### config.mk
export PLATFORM = sky130hd
export DESIGN_NAME = dma_pattern_writer
export DESIGN_NICKNAME = d
export VERILOG_FILES = /design/src/rtl/dma_gen_pkg.sv /design/src/rtl/pattern_lfsr8.sv /design/src/rtl/dma_pattern_writer.sv
export SDC_FILE = /design/constraint.sdc
export NUM_CORES = 1
export LEC_CHECK = 0
export ABC_AREA = 0
export CORE_ASPECT_RATIO = 1.1
export CORE_UTILIZATION = 30
export DETAILED_ROUTE_END_ITERATION = 8
export PLACE_DENSITY = 0.63
export SLEW_MARGIN = 20
export SYNTH_ARGS = -nofsm -noshare
export SYNTH_HDL_FRONTEND = slang
export SYNTH_HIERARCHICAL = 1
export SYNTH_SLANG_ARGS = --single-unit
### constraint.sdc
create_clock -name CLK -period 3.3 [get_ports CLK]
set_clock_uncertainty 0.05 [all_clocks]
set_input_delay 0.66 -clock CLK [delete_from_list [all_inputs] [get_ports CLK]]
set_output_delay 0.66 -clock CLK [all_outputs]
set_load 0.02 [all_outputs]
### src/rtl/dma_gen_pkg.sv
// -----------------------------------------------------------------------------
// dma_gen_pkg
// Shared definitions for the DMA pattern writer and its matching verifier:
//   - Writer_state       : writer FSM state encoding
//   - LFSR_ZERO_SEED_SUB : value used in place of an all-zero seed (an all-zero
//                          LFSR state would lock up)
//   - LFSR_RESET_VALUE   : LFSR register value out of reset
//   - lfsr8_next()       : one step of the 8-bit pattern LFSR
// -----------------------------------------------------------------------------
package dma_gen_pkg;

  typedef enum logic [1:0] {
    Writer_IDLE,
    Writer_PACK,
    Writer_WRITE,
    Writer_DONE
  } Writer_state;

  localparam logic [7:0] LFSR_ZERO_SEED_SUB = 8'h01;
  localparam logic [7:0] LFSR_RESET_VALUE   = 8'h01;

  // Shift left, feed back the XOR of taps 7, 5, 4 and 3 into bit 0.
  function automatic logic [7:0] lfsr8_next(input logic [7:0] cur);
    return {cur[6:0], cur[7] ^ cur[5] ^ cur[4] ^ cur[3]};
  endfunction

endpackage

### src/rtl/pattern_lfsr8.sv
// -----------------------------------------------------------------------------
// pattern_lfsr8
// 8-bit pattern LFSR. The register itself is the current pattern byte, so
// after a load the first byte presented is the seed. The verifier instantiates
// the same block to regenerate the expected stream.
// Ports:
//   CLK, RESETn  clock, synchronous active-low reset
//   load         load seed (a zero seed becomes LFSR_ZERO_SEED_SUB); wins over step
//   seed         seed value
//   step         advance one LFSR step
//   value        current pattern byte
// -----------------------------------------------------------------------------
module pattern_lfsr8
  import dma_gen_pkg::*;
(
  input  logic       CLK,
  input  logic       RESETn,
  input  logic       load,
  input  logic [7:0] seed,
  input  logic       step,
  output logic [7:0] value
);

  always_ff @(posedge CLK) begin
    if (!RESETn) begin
      value <= LFSR_RESET_VALUE;
    end else if (load) begin
      value <= (seed == 8'h00) ? LFSR_ZERO_SEED_SUB : seed;
    end else if (step) begin
      value <= lfsr8_next(value);
    end
  end

endmodule

### src/rtl/dma_pattern_writer.sv
// -----------------------------------------------------------------------------
// dma_pattern_writer
// Source end of the DMA read/serialize/verify loop. On Write_Request it packs
// LFSR bytes four to a word (lane 0 = bits [7:0]) and issues each word as a
// DMA write at consecutive word addresses from the latched base.
// Parameters:
//   WORD_CNT_W   width of i_word_count and the remaining-word counter
//   ACK_TIMEOUT  cycles DMA_WRITE may stay high without ack before abort (>=1)
// Ports:
//   CLK, RESETn          clock, synchronous active-low reset
//   i_RCC_DMA_ADDR_HIGH  base address [31:16]
//   i_RCC_DMA_ADDR_LOW   base address [15:0]; bits [1:0] ignored
//   i_word_count         words to write, sampled with Write_Request
//   i_seed               LFSR seed, sampled with Write_Request
//   Write_Request        start pulse, honoured only when idle
//   DMA_WRITE            write request, held until acked or timed out
//   DMA_WRITE_addr       word address, stable while DMA_WRITE=1
//   DMA_WRITE_data       packed word, stable while DMA_WRITE=1
//   i_DMA_WRITE_ack      write accepted, only looked at while DMA_WRITE=1
//   o_busy               high whenever the FSM is not idle
//   o_done               one-cycle pulse at the end of every run
//   o_error              sticky ack-timeout flag, cleared by the next start
// All outputs are registered.
// -----------------------------------------------------------------------------
module dma_pattern_writer
  import dma_gen_pkg::*;
#(
  parameter int WORD_CNT_W  = 16,
  parameter int ACK_TIMEOUT = 256
) (
  input  logic                  CLK,
  input  logic                  RESETn,
  input  logic [15:0]           i_RCC_DMA_ADDR_HIGH,
  input  logic [15:0]           i_RCC_DMA_ADDR_LOW,
  input  logic [WORD_CNT_W-1:0] i_word_count,
  input  logic [7:0]            i_seed,
  input  logic                  Write_Request,
  output logic                  DMA_WRITE,
  output logic [31:0]           DMA_WRITE_addr,
  output logic [31:0]           DMA_WRITE_data,
  input  logic                  i_DMA_WRITE_ack,
  output logic                  o_busy,
  output logic                  o_done,
  output logic                  o_error
);

  localparam int              TO_W    = $clog2(ACK_TIMEOUT + 1);
  localparam logic [TO_W-1:0] TO_LAST = TO_W'(ACK_TIMEOUT - 1);

  Writer_state           state;
  logic [WORD_CNT_W-1:0] remaining;
  logic [1:0]            lane;
  logic [TO_W-1:0]       ack_wait;
  logic [7:0]            lfsr_byte;
  logic                  lfsr_load;
  logic                  lfsr_step;
  logic                  unused_addr_bits;

  // Word alignment is forced, so the two low address bits are never used.
  assign unused_addr_bits = ^i_RCC_DMA_ADDR_LOW[1:0];

  // The LFSR is (re)seeded on the accepting edge, so its first PACK cycle
  // already presents the seed; it then advances once per packed byte and
  // holds across WRITE so the stream continues seamlessly into the next word.
  assign lfsr_load = (state == Writer_IDLE) && Write_Request;
  assign lfsr_step = (state == Writer_PACK);

  pattern_lfsr8 u_lfsr (
    .CLK    (CLK),
    .RESETn (RESETn),
    .load   (lfsr_load),
    .seed   (i_seed),
    .step   (lfsr_step),
    .value  (lfsr_byte)
  );

  // NOTE: every register here uses non-blocking assignment, so all decisions
  // within one edge see the pre-edge values of state, counters and outputs.
  always_ff @(posedge CLK) begin
    if (!RESETn) begin
      state          <= Writer_IDLE;
      remaining      <= '0;
      lane           <= '0;
      ack_wait       <= '0;
      DMA_WRITE      <= 1'b0;
      DMA_WRITE_addr <= '0;
      DMA_WRITE_data <= '0;
      o_busy         <= 1'b0;
      o_done         <= 1'b0;
      o_error        <= 1'b0;
    end else begin
      o_done <= 1'b0;

      case (state)
        Writer_IDLE: begin
          if (Write_Request) begin
            DMA_WRITE_addr <= {i_RCC_DMA_ADDR_HIGH, i_RCC_DMA_ADDR_LOW[15:2], 2'b00};
            remaining      <= i_word_count;
            lane           <= '0;
            o_error        <= 1'b0;
            o_busy         <= 1'b1;
            state          <= (i_word_count == '0) ? Writer_DONE : Writer_PACK;
          end
        end

        // Bytes go straight into the output data register: DMA_WRITE is low
        // throughout PACK, so the partially built word is never presented.
        Writer_PACK: begin
          DMA_WRITE_data[{lane, 3'b000} +: 8] <= lfsr_byte;
          lane <= lane + 2'd1;
          if (lane == 2'd3) begin
            state <= Writer_WRITE;
          end
        end

        // First WRITE cycle raises DMA_WRITE; from then on each cycle either
        // sees the ack, hits the timeout, or counts one more waiting cycle.
        Writer_WRITE: begin
          if (!DMA_WRITE) begin
            DMA_WRITE <= 1'b1;
            ack_wait  <= '0;
          end else if (i_DMA_WRITE_ack) begin
            DMA_WRITE <= 1'b0;
            remaining <= remaining - 1'b1;
            if (remaining == WORD_CNT_W'(1)) begin
              state <= Writer_DONE;
            end else begin
              DMA_WRITE_addr <= DMA_WRITE_addr + 32'd4;
              state          <= Writer_PACK;
            end
          end else if (ack_wait == TO_LAST) begin
            DMA_WRITE <= 1'b0;
            o_error   <= 1'b1;
            state     <= Writer_DONE;
          end else begin
            ack_wait <= ack_wait + 1'b1;
          end
        end

        Writer_DONE: begin
          o_done <= 1'b1;
          o_busy <= 1'b0;
          state  <= Writer_IDLE;
        end

        default: begin
          state <= Writer_IDLE;
        end
      endcase
    end
  end

endmodule

[Yosys cells after proc, flatten, opt, wreduce, memory -nomap -nowiden]
Index checks and enable logic that the tools add are counted.
Word-level totals
  register bits after elaboration: 105
  output and inout bits: 68
  word-level logic and storage cells: 89
Cells by class
  equality and inequality tests: 16
  multiplexer cells: 37
  shifts and indexed selects: 2
  add/subtract/negate cells: 5
  bitwise gates (word level): 3
  reductions and logical operators: 15
Operators with widths (number)
  32-bit two-way mux: 4
  32-bit one-hot mux with 2 select lines: 1
  16-bit two-way mux: 3
  32-bit by 3-bit adder with 32-bit output (second input constant): 1
  32-bit bitwise mux: 1
  16-bit one-hot mux with 2 select lines: 1
  8-bit by 7-bit variable shift with 32-bit output (first input constant): 1
  8-bit by 7-bit variable part select with 32-bit output: 1
  9-bit two-way mux: 3
  8-bit two-way mux: 3
  16-bit by 1-bit == test with 1-bit output (second input constant): 1
  16-bit zero test: 1
  2-bit two-way mux: 8
  2-bit != test (second input constant): 8
  16-bit by 1-bit subtractor with 16-bit output (second input constant): 1
  5-bit AND reduction: 2
  9-bit by 1-bit adder with 9-bit output (second input constant): 1
  9-bit by 8-bit == test with 1-bit output (second input constant): 1
  1-bit two-way mux: 9
  8-bit zero test: 1
  2-bit one-hot mux with 4 select lines: 1
  4-bit AND reduction: 2
  2-bit nonzero test: 4
  5-bit negation with 7-bit output: 1
  12 further kinds: 18

[Depth between registers and ports, before layout]
  depth in word-level cells: 5
  mapped depth: 9

[Cells and area by module]
The synthesis kept the hierarchy.
Modules (own cells, without submodules)
  dma_pattern_writer: cells an instance 608, area an instance 4878.4 um^2, instances 1
  pattern_lfsr8: cells an instance 49, area an instance 446.7 um^2, instances 1

[Least setup slack after synthesis]
No wires, ideal clock.
  path kind: reg-to-reg
  from: register DMA_WRITE_addr[2]
  to: register DMA_WRITE_addr[16]
  stages on the path, launching flop included: 7
  period minus slack after synthesis: 2.182 ns
  arrival: 2.013 ns
  path slack: 1.118 ns
  library setup time: 0.119 ns
  path through: dfxtp_1 > ha_1 > nand3_1 > nor4_1 > clkbuf_1 > a41oi_1 > o221a_2
On the way
  longest elaborated chain between the ends: 5
RTL lines
  start: declaration: RTL line dma_pattern_writer.sv:39  | output logic [31:0] DMA_WRITE_addr,
  start signal: assignment: RTL line dma_pattern_writer.sv:97  | DMA_WRITE_addr <= {i_RCC_DMA_ADDR_HIGH, i_RCC_DMA_ADDR_LOW[15:2], 2'b00};
  start signal: assignment: RTL line dma_pattern_writer.sv:128  | DMA_WRITE_addr <= DMA_WRITE_addr + 32'd4;
  32-bit by 3-bit adder with 32-bit output: RTL line dma_pattern_writer.sv:128
  32-bit two-way mux: RTL line dma_pattern_writer.sv:125  | if (remaining == WORD_CNT_W'(1)) begin
  32-bit two-way mux: RTL line dma_pattern_writer.sv:122  | end else if (i_DMA_WRITE_ack) begin
  32-bit two-way mux: RTL line dma_pattern_writer.sv:119  | if (!DMA_WRITE) begin
  32-bit one-hot mux with 2 select lines: RTL line dma_pattern_writer.sv:94  | case (state)
Every way passes these cells. The select of a mux whose other input is x is not followed.
A chain may end at the register's enable or synchronous reset.

[Worst setup path after layout]
  from: register remaining[10]
  to: register DMA_WRITE_addr[8]
On the way
  longest elaborated chain between the ends: 3
RTL lines
  start: declaration: RTL line dma_pattern_writer.sv:51  | logic [WORD_CNT_W-1:0] remaining;
  start signal: assignment: RTL line dma_pattern_writer.sv:98  | remaining <= i_word_count;
  start signal: assignment: RTL line dma_pattern_writer.sv:124  | remaining <= remaining - 1'b1;
  16-bit by 1-bit == test with 1-bit output: RTL line dma_pattern_writer.sv:125
  2-bit != test (no line)
  5-bit AND reduction (no line)
Every way passes these cells.

==> results.txt <==
The routed wire length per instance is 16.1 µm. The last weighted congestion value of the routability-driven placer came out at 0.813. The data required time of the critical path came out at 3.51 ns. The die area is 18300 µm². The final-report hold violation count came out at 0. The final hold slack is 0.433 ns.

The via count of the first global-routing pass is 4940. By count the netlist is led by dfxtp_1 (103), nor2_1 (84), nand2_1 (70), a21oi_1 (56), a22oi_1 (37). Detailed placement ended at an HPWL of 11100 µm. The post-place setup slack came out at 0.508 ns.

In the final timing run, aggregate negative setup slack is 0 ns. The number of nets in the layout came out at 834. After clock tree synthesis, the clock-pin slew on the worst setup and hold paths is 0.08 ns.

The count of pins over their slew limit is 0. The area added between synthesis and finish came out at 32.7%. The fraction of the cycle the final worst path needs came out at 82.5%. The final standard cell utilization of the core is 41.1%. Global routing used 18.0% of the available tracks. The final routed wirelength across all metal layers came out at 16200 µm. In the synthesized netlist the async set-or-reset flop fraction comes to 0%. Clock tree synthesis selected as its root buffer the cell clkbuf_16. The headroom to the max-slew limit is 46.8%. The count of fill cells added during filler insertion came out at 1748. The arrival time at the worst endpoint came out at 2.93 ns. The dominant cell type by area after synthesis is dfxtp_1.

The floorplan has 50 rows. dfxtp_1 is the most common cell in the netlist. Synthesis inferred 103 register bits. The leakage dissipation is 0.00247 µW. The initial cell density of the core came out at 31.0%.

The number of DRC violations after detailed-routing iteration 0 is 468. The residual antenna-violating net count after detailed routing is 0. The power density over the cells is 412 nW/µm². The timing-limited maximum frequency came out at 367 MHz. For this run, the leading register cell type out of synthesis is dfxtp_1.

The critical path is of the flop to flop type. Using the TritonRoute via totals, the vias-per-cell ratio works out to 5.27. The max capacitance violation total is 0.

The critical-path maximum fanout came out at 20. The width of the chip came out at 129 µm. STA classifies the critical path startpoint as a flop.

The number of setup violations in the final report is 0. The number of setup buffers added after CTS is 0. The wire length of the first global-routing pass is 26100 µm. The post-synthesis sequential area ratio is 38.7%. The area share of the largest cell type after synthesis came out at 38.7%.

The top-level I/O count is 128. The total of cells resized after clock tree synthesis is 0. Dividing the synthesized area by the synthesized cell count gives 8.11 µm². After global routing the overflow that remains totals 0. The number of antenna diodes came out at 0.

The number of enable-type register cells in the synthesized netlist is 0. The initial antenna violation count was 0. The worst-margin pin slew is 0.795 ns. The number of distinct library cell variants in the gate-level netlist after synthesis came out at 69. Yosys attributes the largest share of cell area to dfxtp_1 (39%), nor2_1 (5.9%), a21oi_1 (5.3%), a22oi_1 (5.2%), nand2_1 (4.9%). The iteration count of the initial detailed-routing pass came out at 7. The post-synthesis cell count is 657. Input and output buffers added on the ports amount to 123. The number of clock sinks came out at 103. The clock period could shrink to 2.72 ns. For this run, the number of Yosys warnings is 6. The clock network latency to the later pin of the worst-skew pair is 0.36 ns.

The path class of the tightest hold or removal check is flop to flop. The number of H-tree levels is 3. The worst setup path is captured at a flop. The die height came out at 142 µm.

After floorplanning, the core was sized to cover 17200 µm². The filler-free cell count of the finished design is 1003. Setup repair after global routing left no endpoint under its margin.

Summing every instance area after synthesis gives 5330 µm². In this run, placement finished with an instance count of 987. Entering global routing, the biggest net connects 57 pins. The clock buffer count from CTS came out at 9. TritonCTS built the clock tree. The largest voltage drop on the vdd net came out at 0.000270 V. The detailed router placed 5284 vias in this run. The post-detailed-route DRC marker count came out at 0.

The maximum clock insertion buffer count came out at 2. The share of cells above drive strength 1 came out at 8.19%. The final worst setup slack is 0.576 ns.

The flow ran to the end, and the final reports show no timing, DRC or antenna violations. The count of hold-fix buffers inserted at cts came out at 0.
==> cells by family after synthesis <==
group	count (synthesis)	synth area share, %
simple gates	260	23.8
buf+inv	59	5.33
fa+ha+maj	10	2.35
flops	103	38.7
other cells	1	0.0704
compound gates	208	26.8
xor+xnor	8	1.32
mux	8	1.62
==> cell type report <==
class                   instances  area [µm²]  area share (%)
flip-flops and latches        103        2060            29.2
repair buffers                138        1360            19.2
inverters                      16        60.1           0.850
well taps                     234         293            4.14
clock buffers                   9         225            3.19
multi-input cells             496        3010            42.5
clock inverters                 7        62.6           0.886
==> layer usage <==
metal	routed length [µm]	GRT usage [%]
met5	0	0
met4	157	3.90
met1	7350	23.5
met3	1170	5.39
met2	7480	29.2
==> critical path, cell delays in order (launching register included) <==
cell and delay [ns]:
dfxtp_1 0.37, or4_4 0.56, or2_4 0.27, o31ai_4 0.65, buf_4 0.37, a21oi_1 0.07
o221a_2 0.26
==> sequential cells by signal, summed over array words and instances, names as in the netlist <==
signal          count
DMA_WRITE           1
DMA_WRITE_addr     30
DMA_WRITE_data     32
ack_wait            9
lane                2
o_busy              1
o_done              1
o_error             1
remaining          16
state               2
u_lfsr/value        8
==> cell usage in the layout (no fill, tap or decap), types with 3 or more instances in the layout <==
cell	count
mux2_2	3
mux2i_1	3
buf_4	14
a211oi_1	7
nand2_1	70
o32ai_1	3
nand4_1	8
nor2_1	84
a22oi_1	37
nand2b_1	6
nor3_1	12
o211ai_1	3
a41oi_1	8
xnor2_1	4
o221a_2	8
and3_1	10
dfxtp_1	103
o31ai_1	9
nor4b_2	3
o22ai_1	5
nor4_2	3
a31oi_1	7
or4_1	3
a21oi_1	56
a311oi_1	4
nand3_1	30
inv_1	13
xor2_1	4
and2_1	4
o21ai_0	32
nor4b_1	3
ha_1	10
clkdlybuf4s50_1	123
o31a_1	4
clkbuf_16	9
nor4_1	9
o21a_1	3
==> power breakdown <==
| part | internal (µW) | switching [µW] | total [µW] |
|---|---|---|---|
| Clock | 530 | 532 | 1060 |
| Sequential | 1300 | 84.5 | 1380 |
| Combinational | 226 | 238 | 464 |
| Total | 2060 | 855 | 2910 |
==> worst paths after layout <==
check                                    from           endpoint  slack, ns  cells past startpoint
worst max-delay path            remaining[10]  DMA_WRITE_addr[8]       0.58                      6
worst min-delay path                   o_busy             o_busy       0.43                      2
worst max register to register  remaining[10]  DMA_WRITE_addr[8]       0.58                      6
worst min register to register         o_busy             o_busy       0.43                      2
==> per-stage QoR <==
step / power [µW] / instance area, µm²
5_1_grt: 3050 / 7060
3_5_place_dp: 1870 / 6780
6_report: 2910 / 7060
4_1_cts: 2940 / 7060
2_1_floorplan: 1660 / 5330
3_3_place_gp: 1870 / 6780
Power figures use the tool's default switching activity.
==> RTL edit (same settings) <==
Register the output `o_error` once more; this adds one clock of latency there. The other outputs are not delayed to match.
--- a/src/rtl/dma_pattern_writer.sv
+++ b/src/rtl/dma_pattern_writer.sv
@@ -49,2 +49,4 @@
 
+  logic o_error_s0;
+
   Writer_state           state;
@@ -89,3 +91,3 @@
       o_done         <= 1'b0;
-      o_error        <= 1'b0;
+      o_error_s0     <= 1'b0;
     end else begin
@@ -99,3 +101,3 @@
             lane           <= '0;
-            o_error        <= 1'b0;
+            o_error_s0     <= 1'b0;
             o_busy         <= 1'b1;
@@ -132,3 +134,3 @@
             DMA_WRITE <= 1'b0;
-            o_error   <= 1'b1;
+            o_error_s0 <= 1'b1;
             state     <= Writer_DONE;
@@ -152,2 +154,6 @@
 
+  always_ff @(posedge CLK) begin
+    o_error <= o_error_s0;
+  end
+
 endmodule
Formal check against the unedited RTL: same outputs for any inputs over 4 cycles, from zero or initial values and one cycle with RESETn low; that may be too few to reach the edited logic, so the function may still have changed.
==> RTL edit against the unedited design <==
Sequential cell count up 1; fmax down 5.5%; synthesized area up 0.38%; power up 1.9%; die area up 0.37%; wire length up 0.15%; design area up 0.76%; worst setup slack worse by 0.16 ns; critical path type unchanged; critical endpoint is now DMA_WRITE_addr[17].
==> RTL edit: results (changes against the unedited design) <==
R2R setup slack - 0.42 ns (-0.16 ns)
final std cells w/o fill - 1,007 (+0.40%)
leakage power - 2.482 nW (+0.59%)
Nets - 838 (+0.48%)
Vias - 5,378 (+1.8%)
vias in the first global route - 5,005 (+1.3%)
clock tree buffer depth - 2 (unchanged)
# fillers - 1,761 (+0.74%)
CP max stage delay - 0.83 ns (+0.18 ns)
overall fraction of global-route tracks in use - 17.82% (-0.21 points)
DPL Wire Length - 11,170 um (+0.82%)
CP max FO - 24 (+20%)
worst hold start - o_error_s0
cts bufs inserted - 9 (unchanged)
routability cong. - 0.8144 (+0.22%)
relative slew slack - 34.52% (-12 points)
crit-path leading delay family - compound AO/OA/AOI/OAI gates
Post-DRT Antenna Nets - 0 (unchanged)
synth cell count leaders - dfxtp_1 (104), nor2_1 (84), nand2_1 (70)
first-pass GRT wire length - 25,830 um (-0.95%)
net switching power - 0.8321 mW (-2.6%)
CP max-delay cell - o31ai_4
Worst Path Arrival - 3.08 ns (+0.15 ns)
share of layout cells above drive strength 1 - 8.409% (+0.22 points)
drt pass-1 iters - 5 (-2)
WHS Endpoint - o_error
Reg-to-Reg End - DMA_WRITE_addr[17]
Synth area leaders - dfxtp_1 (39%), nor2_1 (5.9%), a21oi_1 (5.2%)
WHS Path Cells - 0 (-2)
sequential share of the synthesized area - 38.95% (+0.23 points)
Routed WL - 16,180 um (+0.15%)
Post-DP Area - 6819 um2 (+0.63%)
number of DRC markers in iteration 0 - 414 (-12%)
status - finished, final reports clean
Post-Place Cells - 991 (+0.41%)
design area - 7118 um2 (+0.76%)
Worst IR Drop VDD - 214.4 uV (-21%)
Post-Syn Instances - 658 (+0.15%)
==> RTL edit: how the worst max path moves through the flow <==
| stage | slack, ns | start | to | cells after the start |
|---|---|---|---|---|
| after floorplan | 1.12 | DMA_WRITE_addr[2] | DMA_WRITE_addr[16] | 6 |
| after global placement | 0.46 | remaining[10] | DMA_WRITE_addr[20] | 6 |
| after detailed placement | 0.42 | remaining[10] | DMA_WRITE_addr[17] | 6 |
| after CTS | 0.41 | remaining[10] | DMA_WRITE_addr[17] | 6 |
| after global routing | 0.24 | remaining[10] | DMA_WRITE_addr[17] | 6 |
| final | 0.42 | remaining[10] | DMA_WRITE_addr[17] | 6 |
==> RTL edit: layer usage <==
metal	wire length (um)	global-route usage [%]	vias to the layer above
li1	-	-	2653
met1	7400	23.38	2508
met2	7277	28.72	200
met3	1242	4.060	17
met4	263	5.759	0
met5	0	0	-
==> RTL edit: cell families after synthesis <==
group / after synthesis / share of synthesized area (%)
xor gates and xnor gates: 8 / 1.311
and+or+nand+nor: 260 / 23.71
muxes: 8 / 1.615
DFF: 104 / 38.95
adders and majority gates: 10 / 2.341
other: 1 / 0.07016
AOI/OAI and AO/OA: 208 / 26.69
buffers and inverters: 59 / 5.313
==> RTL edit: area by class of cell <==
class / instances / area share, %
repair buffers: 141 / 19.37
flip-flops and latches: 104 / 29.25
well taps: 234 / 4.113
clock buffers: 10 / 3.217
multi-input cells: 496 / 42.22
inverters: 16 / 0.8437
clock inverters: 6 / 0.9844
==> RTL edit: through the flow <==
step | total power, mW | worst slack, ns | hold slack, ns
3_5_place_dp | 1.894 | 0.4158 | 0.2997
2_1_floorplan | 1.675 | 1.118 | 0.2816
3_3_place_gp | 1.891 | 0.4624 | 0.2920
4_1_cts | 2.992 | 0.4063 | 0.3101
6_report | 2.966 | 0.4186 | 0.3049
5_1_grt | 3.089 | 0.2405 | 0.3231
==> RTL edit: power groups by stage <==
stage	Combinational (mW)	Clock (mW)	Sequential, mW
after floorplan	0.242	0	1.43
after global placement	0.467	0	1.42
after detailed placement	0.470	0	1.42
after CTS	0.472	1.12	1.40
after global routing	0.515	1.17	1.41
final	0.470	1.10	1.40
==> RTL edit: worst register-to-register path, cell delays in order, from the launching register on <==
cell,delay (ns)
dfxtp_1,0.37
or4_4,0.56
or2_4,0.27
o31ai_4,0.83
buf_4,0.35
a21oi_1,0.07
o221a_2,0.28
